$ cat src/rtl/keypad_pkg.sv
// Shared definitions for the keypad timer-entry path: key/digit geometry,
// the "no key" code, the debounce FSM state type and the priority encoder.
package keypad_pkg;

  localparam int NUM_KEYS   = 10;
  localparam int BCD_W      = 4;
  localparam int NUM_DIGITS = 4;

  localparam logic [BCD_W-1:0] NO_KEY = 4'hF;

  typedef enum logic [1:0] {
    IDLE     = 2'd0,
    PRESS_DB = 2'd1,
    WAIT_REL = 2'd2,
    REL_DB   = 2'd3
  } key_state_t;

  // Highest set line wins; nothing pressed encodes as NO_KEY.
  function automatic logic [BCD_W-1:0] encode_key(input logic [NUM_KEYS-1:0] lines);
    logic [BCD_W-1:0] code;
    code = NO_KEY;
    for (int i = 0; i < NUM_KEYS; i++) begin
      if (lines[i]) code = BCD_W'(i);
    end
    return code;
  endfunction

endpackage

$ cat src/rtl/key_debouncer.sv
// Keypad front end: 2-flop synchroniser, priority encoder and press/release
// debounce FSM. Emits a one-cycle strobe and the key code per accepted press.
// Build option: KEYPAD_MULTI_REJECT_EN -- when defined, a synchronised value
// with more than one line set is treated as invalid instead of highest-wins.
module key_debouncer
  import keypad_pkg::*;
#(
  parameter int DEBOUNCE_CYCLES = 4,
  parameter int DB_W            = 8
) (
  input  logic                i_clk,
  input  logic                i_rst,
  input  logic                i_enable,
  input  logic                i_suppress,
  input  logic [NUM_KEYS-1:0] i_keypad,
  output logic                o_key_strobe,
  output logic [BCD_W-1:0]    o_key_code,
  output key_state_t          o_state
);

  logic [NUM_KEYS-1:0] r_sync1;
  logic [NUM_KEYS-1:0] r_sync2;

  key_state_t          r_state;
  key_state_t          w_state_nxt;
  logic [BCD_W-1:0]    r_cand;
  logic [BCD_W-1:0]    w_cand_nxt;
  logic [DB_W-1:0]     r_count;
  logic [DB_W-1:0]     w_count_nxt;
  logic                w_accept;
  logic                r_strobe;
  logic [BCD_W-1:0]    r_key_code;

  logic [BCD_W-1:0]    w_code;
  logic                w_none;
  logic                w_multi;
  logic                w_valid_key;

  assign w_code = encode_key(r_sync2);
  assign w_none = (w_code == NO_KEY);

`ifdef KEYPAD_MULTI_REJECT_EN
  assign w_multi = ((r_sync2 & (r_sync2 - NUM_KEYS'(1))) != '0);
`else
  assign w_multi = 1'b0;
`endif

  // A multi-key chord is neither a press nor a release.
  assign w_valid_key = !w_none && !w_multi;

  // Two-flop synchroniser for the raw key lines.
  always_ff @(posedge i_clk or posedge i_rst) begin
    if (i_rst) begin
      r_sync1 <= '0;
      r_sync2 <= '0;
    end else begin
      r_sync1 <= i_keypad;
      r_sync2 <= r_sync1;
    end
  end

  // Debounce next-state: counts matching synchronised samples per phase.
  always_comb begin
    w_state_nxt = r_state;
    w_cand_nxt  = r_cand;
    w_count_nxt = r_count;
    w_accept    = 1'b0;
    if (!i_enable) begin
      w_state_nxt = IDLE;
      w_count_nxt = '0;
    end else begin
      case (r_state)
        IDLE: begin
          if (w_valid_key) begin
            w_state_nxt = PRESS_DB;
            w_cand_nxt  = w_code;
            w_count_nxt = DB_W'(1);
          end
        end
        PRESS_DB: begin
          if (!w_valid_key || (w_code != r_cand)) begin
            w_state_nxt = IDLE;
            w_count_nxt = '0;
          end else if (r_count >= DB_W'(DEBOUNCE_CYCLES)) begin
            w_state_nxt = WAIT_REL;
            w_count_nxt = '0;
            w_accept    = 1'b1;
          end else begin
            w_count_nxt = r_count + DB_W'(1);
          end
        end
        WAIT_REL: begin
          if (w_none) begin
            w_state_nxt = REL_DB;
            w_count_nxt = DB_W'(1);
          end
        end
        REL_DB: begin
          if (!w_none) begin
            w_state_nxt = WAIT_REL;
            w_count_nxt = '0;
          end else if (r_count >= DB_W'(DEBOUNCE_CYCLES)) begin
            w_state_nxt = IDLE;
            w_count_nxt = '0;
          end else begin
            w_count_nxt = r_count + DB_W'(1);
          end
        end
        default: begin
          w_state_nxt = IDLE;
          w_count_nxt = '0;
        end
      endcase
    end
  end

  // FSM registers plus the strobe/code, which are withheld while suppressed
  // so the FSM still follows the release without reporting the press.
  always_ff @(posedge i_clk or posedge i_rst) begin
    if (i_rst) begin
      r_state    <= IDLE;
      r_cand     <= '0;
      r_count    <= '0;
      r_strobe   <= 1'b0;
      r_key_code <= '0;
    end else begin
      r_state  <= w_state_nxt;
      r_cand   <= w_cand_nxt;
      r_count  <= w_count_nxt;
      r_strobe <= w_accept && !i_suppress;
      if (w_accept && !i_suppress) r_key_code <= r_cand;
    end
  end

  assign o_key_strobe = r_strobe;
  assign o_key_code   = r_key_code;
  assign o_state      = r_state;

endmodule

$ cat src/rtl/keypad_entry_controller.sv
// Timer-entry controller: debounced keypad presses are shifted into a 4-digit
// BCD MM:SS register and offered to the timer through a load handshake.
// Build option: KEYPAD_MULTI_REJECT_EN (see key_debouncer).
module keypad_entry_controller
  import keypad_pkg::*;
#(
  parameter int DEBOUNCE_CYCLES = 4,
  parameter int DB_W            = 8
) (
  input  logic                        clk,
  input  logic                        reset,
  input  logic                        enablen,
  input  logic [NUM_KEYS-1:0]         keypad,
  input  logic                        start,
  input  logic                        clear_entry,
  input  logic                        load_ack,
  output logic [NUM_DIGITS*BCD_W-1:0] digits,
  output logic [2:0]                  digit_count,
  output logic                        key_strobe,
  output logic [BCD_W-1:0]            key_code,
  output logic                        entry_full,
  output logic                        load_req,
  output key_state_t                  dbg_state
);

  logic [NUM_DIGITS*BCD_W-1:0] r_digits;
  logic [2:0]                  r_count;
  logic                        r_load_req;

  logic                        w_key_strobe;
  logic [BCD_W-1:0]            w_key_code;
  key_state_t                  w_db_state;

  key_debouncer #(
    .DEBOUNCE_CYCLES (DEBOUNCE_CYCLES),
    .DB_W            (DB_W)
  ) u_key_debouncer (
    .i_clk        (clk),
    .i_rst        (reset),
    .i_enable     (!enablen),
    .i_suppress   (r_load_req),
    .i_keypad     (keypad),
    .o_key_strobe (w_key_strobe),
    .o_key_code   (w_key_code),
    .o_state      (w_db_state)
  );

  // Load handshake: load_req rises the edge after start when at least one
  // digit is held and stays high, with digits frozen, until load_ack is seen
  // while it is high; that edge drops load_req and empties the entry.
  // load_ack without load_req and start with an empty entry are ignored.
  // clear_entry beats load_ack, which beats a key shift.
  always_ff @(posedge clk or posedge reset) begin
    if (reset) begin
      r_digits   <= '0;
      r_count    <= '0;
      r_load_req <= 1'b0;
    end else if (clear_entry) begin
      r_digits   <= '0;
      r_count    <= '0;
      r_load_req <= 1'b0;
    end else if (load_ack && r_load_req) begin
      r_digits   <= '0;
      r_count    <= '0;
      r_load_req <= 1'b0;
    end else begin
      if (w_key_strobe && !r_load_req && (r_count < 3'(NUM_DIGITS))) begin
        r_digits <= {r_digits[(NUM_DIGITS-1)*BCD_W-1:0], w_key_code};
        r_count  <= r_count + 3'd1;
      end
      if (start && (r_count != 3'd0) && !r_load_req) begin
        r_load_req <= 1'b1;
      end
    end
  end

  assign digits      = r_digits;
  assign digit_count = r_count;
  assign key_strobe  = w_key_strobe;
  assign key_code    = w_key_code;
  assign entry_full  = (r_count == 3'(NUM_DIGITS));
  assign load_req    = r_load_req;
  assign dbg_state   = w_db_state;

endmodule

$ cat config.mk
export PLATFORM = sky130hd
export DESIGN_NAME = keypad_entry_controller
export DESIGN_NICKNAME = d
export VERILOG_FILES = /design/src/rtl/keypad_pkg.sv /design/src/rtl/key_debouncer.sv /design/src/rtl/keypad_entry_controller.sv
export SDC_FILE = /design/constraint.sdc
export NUM_CORES = 1
export LEC_CHECK = 0
export ABC_AREA = 1
export BUFFER_PORTS_ARGS = -buffer_cell sky130_fd_sc_hd__clkbuf_2
export CAP_MARGIN = 20
export CORE_MARGIN = 2
export CORE_UTILIZATION = 40
export DETAILED_ROUTE_END_ITERATION = 16
export PLACE_DENSITY = 0.6
export SYNTH_ARGS = -nofsm -noshare
export SYNTH_HDL_FRONTEND = slang
export SYNTH_SLANG_ARGS = --single-unit
$ cat constraint.sdc
create_clock -name clk -period 2.2 [get_ports clk]
set_input_delay 0.33 -clock clk [delete_from_list [all_inputs] [get_ports clk]]
set_output_delay 0.33 -clock clk [all_outputs]
set_load 0.005 [all_outputs]
# == After elaboration in Yosys (flattened, before gate mapping) ==
# Index checks and enable logic that the tools add are counted.
# word_totals
elab_cells,79
reg_bits,59
# op_classes
n_reduce_logical,15
order_cmp,2
addsub,2
mux,38
eq_ne,10
bitwise_logic,2
# ops
op,count
16-bit two-way mux,3
8-bit two-way mux,6
4-bit two-way mux,10
8-bit case mux with 4 select lines,1
2-bit two-way mux,7
3-bit two-way mux,3
3-bit nonzero test,3
"8-bit by 1-bit adder with 8-bit output, second input constant",1
"8-bit by 3-bit greater-or-equal comparator with 1-bit output, second input constant",1
2-bit case mux with 4 select lines,1
1-bit two-way mux,7
1-bit logical AND,6
"2-bit equality test, second input constant",2
"4-bit equality test, second input constant",1
"4-bit by 2-bit inequality test with 1-bit output, second input constant",1
4-bit inequality test,1
"4-bit inequality test, second input constant",1
4-bit AND reduction,1
"3-bit by 1-bit adder with 3-bit output, second input constant",1
"3-bit equality test, second input constant",1
"3-bit less-than comparator, second input constant",1
"3-bit by 2-bit inequality test with 1-bit output, second input constant",1
"3-bit inequality test, second input constant",1
3-bit AND reduction,1
other kinds (6),7

# == Logic depth before layout (Yosys ltp) ==
# Gate-level depths: netlist (run 1).
# depth
depth_word,16
mapped_depth,17

# == Hierarchy ==
# From an unflattened synthesis (run 1), not the netlist that was laid out.
# unflattened
cells_unflattened,270
hier_area_um2,2575.0
# by_module_without_submodules
module,area_per_inst_um2,cells_per_inst,n_inst,seq_area_each_um2
key_debouncer,1631.6,170,1,975.9
keypad_entry_controller,943.4,100,1,500.5

# == Worst setup path after synthesis (run 1) ==
# Ideal clock, no wire load.
# synth_timing
path_type,register -> register
from,register u_key_debouncer.r_sync2[7]
to,"register u_key_debouncer.r_state[1], in the netlist u_key_debouncer.o_state[1]"
arrival_time_ns,1.408
synth_period_minus_slack_ns,1.525
setup_slack_ns,0.675
required_ns,2.083
stages_incl_launch_ff,15
setup_ns,0.117
path_cell_list,dfrtp_1 > inv_2 > nand2_2 > nor2_4 > nand2_2 > nand2_1 > nand2_1 > nand2_1 > nand3_2 > nor2_2 > nand2_2 > o21bai_4 > nand2_2 > nand3_1 > nand2_1
# synth_between
elab_chain_cells,8
elab_cells_between_ends,15
classes_between,eq/ne: 6; mux: 7; reduce/logical: 2
# synth_rtl
item,line_no,rtl
"start, declared",key_debouncer.sv:22,logic [NUM_KEYS-1:0] r_sync2;
"start signal, assigned",key_debouncer.sv:58,r_sync2 <= r_sync1;
4-bit two-way mux * (3 in series),keypad_pkg.sv:23,if (lines[i]) code = BCD_W'(i);
4-bit equality test / 4-bit inequality test (equally long branches),"key_debouncer.sv:40, key_debouncer.sv:81",
1-bit logical OR,key_debouncer.sv:81,if (!w_valid_key || (w_code != r_cand)) begin
2-bit two-way mux,key_debouncer.sv:81,
2-bit case mux with 4 select lines,key_debouncer.sv:72,case (r_state)
2-bit two-way mux,key_debouncer.sv:68,if (!i_enable) begin
"end signal, assigned",key_debouncer.sv:127,r_state <= w_state_nxt;
"end, declared",key_debouncer.sv:24,key_state_t r_state;
# Mark *: on every way between the ends. The rest lies on a longest branch, timed or not.
# A chain may end at the register's enable or synchronous reset.

# == Worst setup path after layout (run 1) ==
# layout_timing
from,"register r_load_req, in the netlist load_req"
to,"register r_digits[1], in the netlist digits[1]"
# layout_between
elab_chain_cells,4
elab_cells_between_ends,7
classes_between,mux: 2; reduce/logical: 5
# layout_rtl
item,line_no,rtl
"start, declared",keypad_entry_controller.sv:28,logic r_load_req;
"start signal, assigned",keypad_entry_controller.sv:57,r_load_req <= 1'b0;
"start signal, assigned",keypad_entry_controller.sv:61,r_load_req <= 1'b0;
"start signal, assigned",keypad_entry_controller.sv:65,r_load_req <= 1'b0;
1-bit logical NOT,keypad_entry_controller.sv:67,if (w_key_strobe && !r_load_req && (r_count < 3'(NUM_DIGITS))) begin
1-bit logical AND (2 in series),keypad_entry_controller.sv:67,
3-bit nonzero test (no source line),-,
"end signal, assigned",keypad_entry_controller.sv:68,"r_digits <= {r_digits[(NUM_DIGITS-1)*BCD_W-1:0], w_key_code};"
"end, declared",keypad_entry_controller.sv:26,logic [NUM_DIGITS*BCD_W-1:0] r_digits;
# Parallel ways exist; a longest one is shown, timed or not.

==> impl_metrics.json, run 1 <==
{
  "clk_path_buf_depth": 2,
  "tightest_slew_ns": 0.602,
  "netlist_area_um2": 2460,
  "grt_pass1_vias": 1712,
  "powerDensity_nw_per_um2": 840,
  "clk_pin_slew_ns": 0.07,
  "max_freq_mhz": 571,
  "seqPwrFrac": 0.456,
  "grt_overflow": 0,
  "cp-end-kind": "flip-flop",
  "layout_setup_ws_ns": 0.449,
  "synthArstFlopShare": 1.00,
  "area_growth_pct": 22.8,
  "cts_setup_buffers": 0,
  "track_usage": 0.149,
  "swShare": 0.224,
  "drv_slew": 0,
  "regArea_um2": 1480,
  "drt_iter0_markers": 98,
  "ys_types": 27,
  "dp_hpwl_mm": 3.06,
  "ys.flop_type": "dfrtp_1",
  "drc": 0,
  "clock_sinks": 59,
  "num_rows": 28,
  "critPathRequiredTime_ns": 2.44,
  "clock-root-buffer": "clkbuf_8",
  "core_um2": 5920,
  "cts_resized": 0,
  "grt_start_max_net_pins": 32,
  "vias_per_cell": 4.56,
  "p_int_mw": 1.97,
  "synth-seq-cells": 59,
  "min_period_ns": 1.75,
  "ys_seq_area_frac": 0.600,
  "top_layer": "met4",
  "htree_levels": 3,
  "crit_fanout": 13,
  "io_buffers": 43,
  "syn_inst": 257,
  "worstSkewPairLatency_ns": 0.33,
  "drive_gt1_frac": 0.276,
  "yosys_warnings": 0,
  "ant_nets": 0,
  "met3_length_um": 185,
  "arrival_ns": 1.99,
  "rsz0062_at_grt": "false",
  "p_leak_nw": 1.58,
  "nets": 330,
  "holdWs_ns": 0.0423,
  "pin_count": 44,
  "worstSetupPathType": "reg2reg",
  "final_cells": 390,
  "cts_buffers": 9,
  "rr_worst_depth": 7,
  "cp-start-kind": "flip-flop",
  "fp.dieH_um": 82.4,
  "clock_skew_ns": 0.0125,
  "peakVddDrop_mv": 0.618,
  "finalPower_mw": 2.54,
  "hold_viol": 0,
  "maxSlewHeadroom": 0.598,
  "cts_tree": "built",
  "r2r-start": "load_req",
  "wirelength_mm": 4.30,
  "final_core_util": 0.511,
  "drt-wirelength-per-cell_um": 11.0,
  "combinationalPowerShare": 0.076,
  "antenna_found_initial": 0,
  "crit_path_start": "load_req",
  "setup_tns_ns": 0,
  "place_inst": 374,
  "worst_hold_path_type": "in2async",
  "n_antenna_cell": 0,
  "drv_cap": 0,
  "place_ws_ns": 0.407,
  "wl_met1_mm": 2.02,
  "ctsHoldBuffers": 0,
  "switchingPower_uw": 568,
  "fin_area_um2": 3020,
  "die_w_um": 82.4,
  "setup_viol": 0,
  "grt_pass1_wl_mm": 7.47,
  "synth_edf_count": 0,
  "num_vias": 1779,
  "period_share": 0.796,
  "syn_nets": 277,
  "initial_core_util": 0.416,
  "met2WireLength_mm": 2.00,
  "globalplace.congestion": 0.742,
  "fill_cells": 564,
  "pwr-share-clk": 0.469,
  "dieArea_um2": 6800,
  "avgSynthCellArea_um2": 9.58,
  "multi_input_comb_area_um2": 768,
  "status": "completed",
  "dr.pass1.iters": 5,
  "place_area_um2": 2780
}
layer usage:
metal,vias up,global-route usage
met2,37,0.231
li1,902,-
met3,6,0.0424
met5,-,0
met1,834,0.183
met4,0,0.0967
cell families after synthesis:
family          Yosys count  share of synthesized area
flops                    59                      0.600
fa+ha+maj                 4                     0.0203
compound gates           36                     0.0895
simple gates            101                      0.202
buf+inv                  57                     0.0879
cells in the final DEF, fill, tap and decap left out, drive strengths merged:
master	n
a21oi	2
buf	1
bufinv	3
clkbuf	54
clkinv	3
dfrtp	59
ha	4
inv	54
nand2	58
nand3	19
nand4	1
nor2	19
nor3	4
o21ai	22
o21bai	1
o22ai	9
o31ai	2
flip-flops by register name, indices dropped and copies added (netlist names):
register and flops:
u_key_debouncer.o_key_code 4, u_key_debouncer.r_sync2 10, u_key_debouncer.o_key_strobe 1, u_key_debouncer.r_count 8, u_key_debouncer.r_sync1 10, u_key_debouncer.r_cand 4
load_req 1, u_key_debouncer.o_state 2, digits 16, digit_count 3
path summary, 6_finish.rpt:
path | to | slack (ns)
max | digits[1] | 0.45
min | u_key_debouncer.r_cand[2] | 0.04
max reg2reg | digits[1] | 0.45
min reg2reg | u_key_debouncer.r_sync2[5] | 0.35
max in group asynchronous | u_key_debouncer.r_count[0] | 1.57
min in group clk | u_key_debouncer.r_sync1[4] | 0.11
final cells by class:
class,count,share of cell area
Clock buffer,11,0.0468
Sequential cell,59,0.488
Tap cell,75,0.0310
Multi-Input combinational cell,141,0.254
Timing Repair Buffer,44,0.0778
Inverter,55,0.0687
Clock inverter,5,0.0331
cell usage after synthesis, types with 2 or more instances:
library cell / count / area (µm²)
nor3_1: 3 / 15.0
nand2_1: 50 / 188
o22ai_1: 8 / 50.1
a21oi_1: 2 / 10.0
nor2_2: 5 / 31.3
ha_1: 4 / 50.1
inv_1: 50 / 188
dfrtp_1: 59 / 1480
nand3_1: 17 / 85.1
inv_2: 4 / 15.0
o21ai_1: 5 / 25.0
o31ai_1: 2 / 15.0
nor2_4: 3 / 33.8
nand2_4: 2 / 22.5
o21ai_0: 16 / 80.1
nor2_1: 11 / 41.3
nand2_2: 6 / 37.5
power by group through the flow:
stage          logic, mW  registers, mW  clock network, mW
3_5_place_dp       0.197           1.18                  0
3_3_place_gp       0.194           1.18                  0
2_1_floorplan      0.143           1.17                  0
4_1_cts            0.197           1.16               1.22
5_1_grt            0.226           1.16               1.27
6_report           0.192           1.16               1.19
critical path: stages (launching register included):
cell	delay (ns)
dfrtp_1	0.40
nand2_1	0.08
inv_1	0.04
nor2_2	0.24
inv_1	0.14
nor2_2	0.27
inv_1	0.27
o21ai_0	0.24
Power figures use the tool's default switching activity.
==> run 2, diff against run 1 <==
PLACE_DENSITY = 0.63   (was 0.6)
clock period = 1.6 ns   (was 2.2 ns; I/O delays follow)
==> run 2 against run 1 <==
Against the previous run: sequential share of layout area down 3.3 points; the flow now finishes with violations (negative setup slack); utilization up 3.7 points; critical endpoint is now u_key_debouncer.r_count[1]; total power up 29%; sequential power up 37%; die area unchanged; final area up 7.2%; critical path depth up 4.
==> impl_metrics.json, run 2 (synthesis results as in run 1) <==
{
  "layout_common_cells": "59 x dfrtp_1, 47 x inv_1, 44 x nand2_1, 43 x clkbuf_2, 16 x o21ai_0",
  "grt_pass1_wl_mm": 7.71,
  "n_antenna_cell": 0,
  "hold_viol": 0,
  "pin_count": 44,
  "initial_core_util": 0.416,
  "swShare": 0.253,
  "hold-path-endpoint": "load_req",
  "wirelength_mm": 4.59,
  "dieArea_um2": 6800,
  "globalplace.congestion": 0.710,
  "holdWs_ns": 0.167,
  "setup_viol": 9,
  "setup_tns_ns": -0.138,
  "drt-wirelength-per-cell_um": 11.1,
  "arrival_ns": 1.91,
  "fill_cells": 534,
  "drt_iter0_markers": 93,
  "seqPwrFrac": 0.487,
  "cts_buffers": 9,
  "vias_per_cell": 4.53,
  "place_ws_ns": -0.0352,
  "clk_pin_slew_ns": 0.06,
  "status": "complete, but fails checks",
  "dr.pass1.iters": 4,
  "antenna_found_initial": 0,
  "worstSetupPathType": "reg2reg",
  "p_leak_nw": 1.65,
  "clock_skew_ns": 0.00968,
  "crit_fanout": 5,
  "violations": "negative setup slack",
  "maxSlewHeadroom": 0.713,
  "switchingPower_uw": 826,
  "regToRegSetupSlack_ns": -0.06,
  "rsz0062_at_grt": "true",
  "clock-root-buffer": "clkbuf_8",
  "clock_sinks": 59,
  "worst_hold_path_type": "in2reg",
  "drv_cap": 0,
  "num_rows": 28,
  "largest_reg_flops": 16,
  "powerDensity_nw_per_um2": 1010,
  "combinationalPowerShare": 0.099,
  "io_buffers": 43,
  "pwr-share-clk": 0.414,
  "cts_tree": "built",
  "worstSkewPairLatency_ns": 0.34,
  "grt_pass1_vias": 1827,
  "layout_setup_ws_ns": -0.0572,
  "place_inst": 379,
  "grt_overflow": 0,
  "final_cells": 413,
  "cp-end-kind": "flip-flop",
  "clk_path_buf_depth": 2,
  "critPathRequiredTime_ns": 1.85,
  "reg2reg_to": "u_key_debouncer.r_count[1]",
  "fp.dieH_um": 82.4,
  "rr_worst_depth": 11,
  "r2r-start": "u_key_debouncer.r_sync2[7]",
  "grt_start_max_net_pins": 23,
  "layout_commonest_cell": "dfrtp_1",
  "peakVddDrop_mv": 0.603,
  "dp_hpwl_mm": 3.16,
  "holdPathStages": 3,
  "min_period_ns": 1.66,
  "ant_nets": 0,
  "cp-start-kind": "flip-flop",
  "track_usage": 0.155,
  "hp-start": "start",
  "die_w_um": 82.4,
  "period_share": 1.04,
  "num_vias": 1870,
  "drv_slew": 0,
  "drive_gt1_frac": 0.331,
  "area_growth_pct": 31.7,
  "drc": 0,
  "tightest_slew_ns": 0.430,
  "p_int_mw": 2.44,
  "htree_levels": 3,
  "max_freq_mhz": 603,
  "core_um2": 5920,
  "nets": 353
}
-- run 2: power by group through the flow --
| stage | clock network, mW | logic [mW] | registers, mW |
|---|---|---|---|
| 2_1_floorplan | 0 | 0.197 | 1.61 |
| 3_3_place_gp | 0 | 0.274 | 1.61 |
| 3_5_place_dp | 0 | 0.278 | 1.62 |
| 4_1_cts | 1.40 | 0.309 | 1.59 |
| 5_1_grt | 1.46 | 0.367 | 1.60 |
| 6_report | 1.35 | 0.322 | 1.59 |
-- run 2: cell type report --
class,count,area (µm²),share of cell area
flip-flops and latches,59,1480,0.455
clock inverters,6,63.8,0.0197
inverters,55,215,0.0664
clock buffers,10,138,0.0425
multi-input cells,142,827,0.255
well taps,75,93.8,0.0289
repair buffers,66,428,0.132
-- run 2: worst max-delay path by stage --
stage | startpoint | endpoint | slack, ns | cells after the start
2_1_floorplan | u_key_debouncer.r_sync2[7] | u_key_debouncer.o_state[1] | 0.08 | 14
4_1_cts | u_key_debouncer.r_sync2[3] | u_key_debouncer.o_state[1] | -0.02 | 12
5_1_grt | u_key_debouncer.r_sync2[5] | u_key_debouncer.o_state[1] | -0.21 | 15
6_report | u_key_debouncer.r_sync2[7] | u_key_debouncer.r_count[1] | -0.06 | 11
3_5_place_dp | u_key_debouncer.r_sync2[6] | u_key_debouncer.o_state[1] | -0.04 | 14
3_3_place_gp | u_key_debouncer.r_sync2[7] | u_key_debouncer.o_state[1] | -0.01 | 12
-- run 2: metrics by stage --
step | total power, mW | cell area, µm² | util
after CTS | 3.30 | 3180 | 0.537
after detailed placement | 1.89 | 2820 | 0.477
after global routing | 3.42 | 3240 | 0.548
after floorplan | 1.81 | 2460 | -
after global placement | 1.89 | 2820 | 0.477
final | 3.27 | 3240 | 0.548
-- run 2: repair_timing --
action                     CTS  global route
setup endpoints to repair    7            23
hold buffers                11             0
hold endpoints to repair    26             0
setup buffers                3             3
cloned                       1             0
resized for setup            5            11
pin swaps                    7             4
-- run 2: worst max-delay path, stage by stage, from the launching register on --
cell and delay [ns]:
dfrtp_1 0.37, inv_2 0.06, nand2_2 0.07, nor2_4 0.13
nand2_2 0.10, nand3_4 0.13, clkinv_2 0.09, o31ai_1 0.12
nand2_4 0.12, buf_4 0.15, buf_4 0.12, o22ai_2 0.13
-- run 2: metal layers --
layer  global-route usage  vias up  part of all wire
met1                0.170      856              0.43
met4               0.0950        0             0.021
met2                0.261       47              0.49
li1                     -      957                 -
met3               0.0478       10             0.053
met5                    0        -                 0
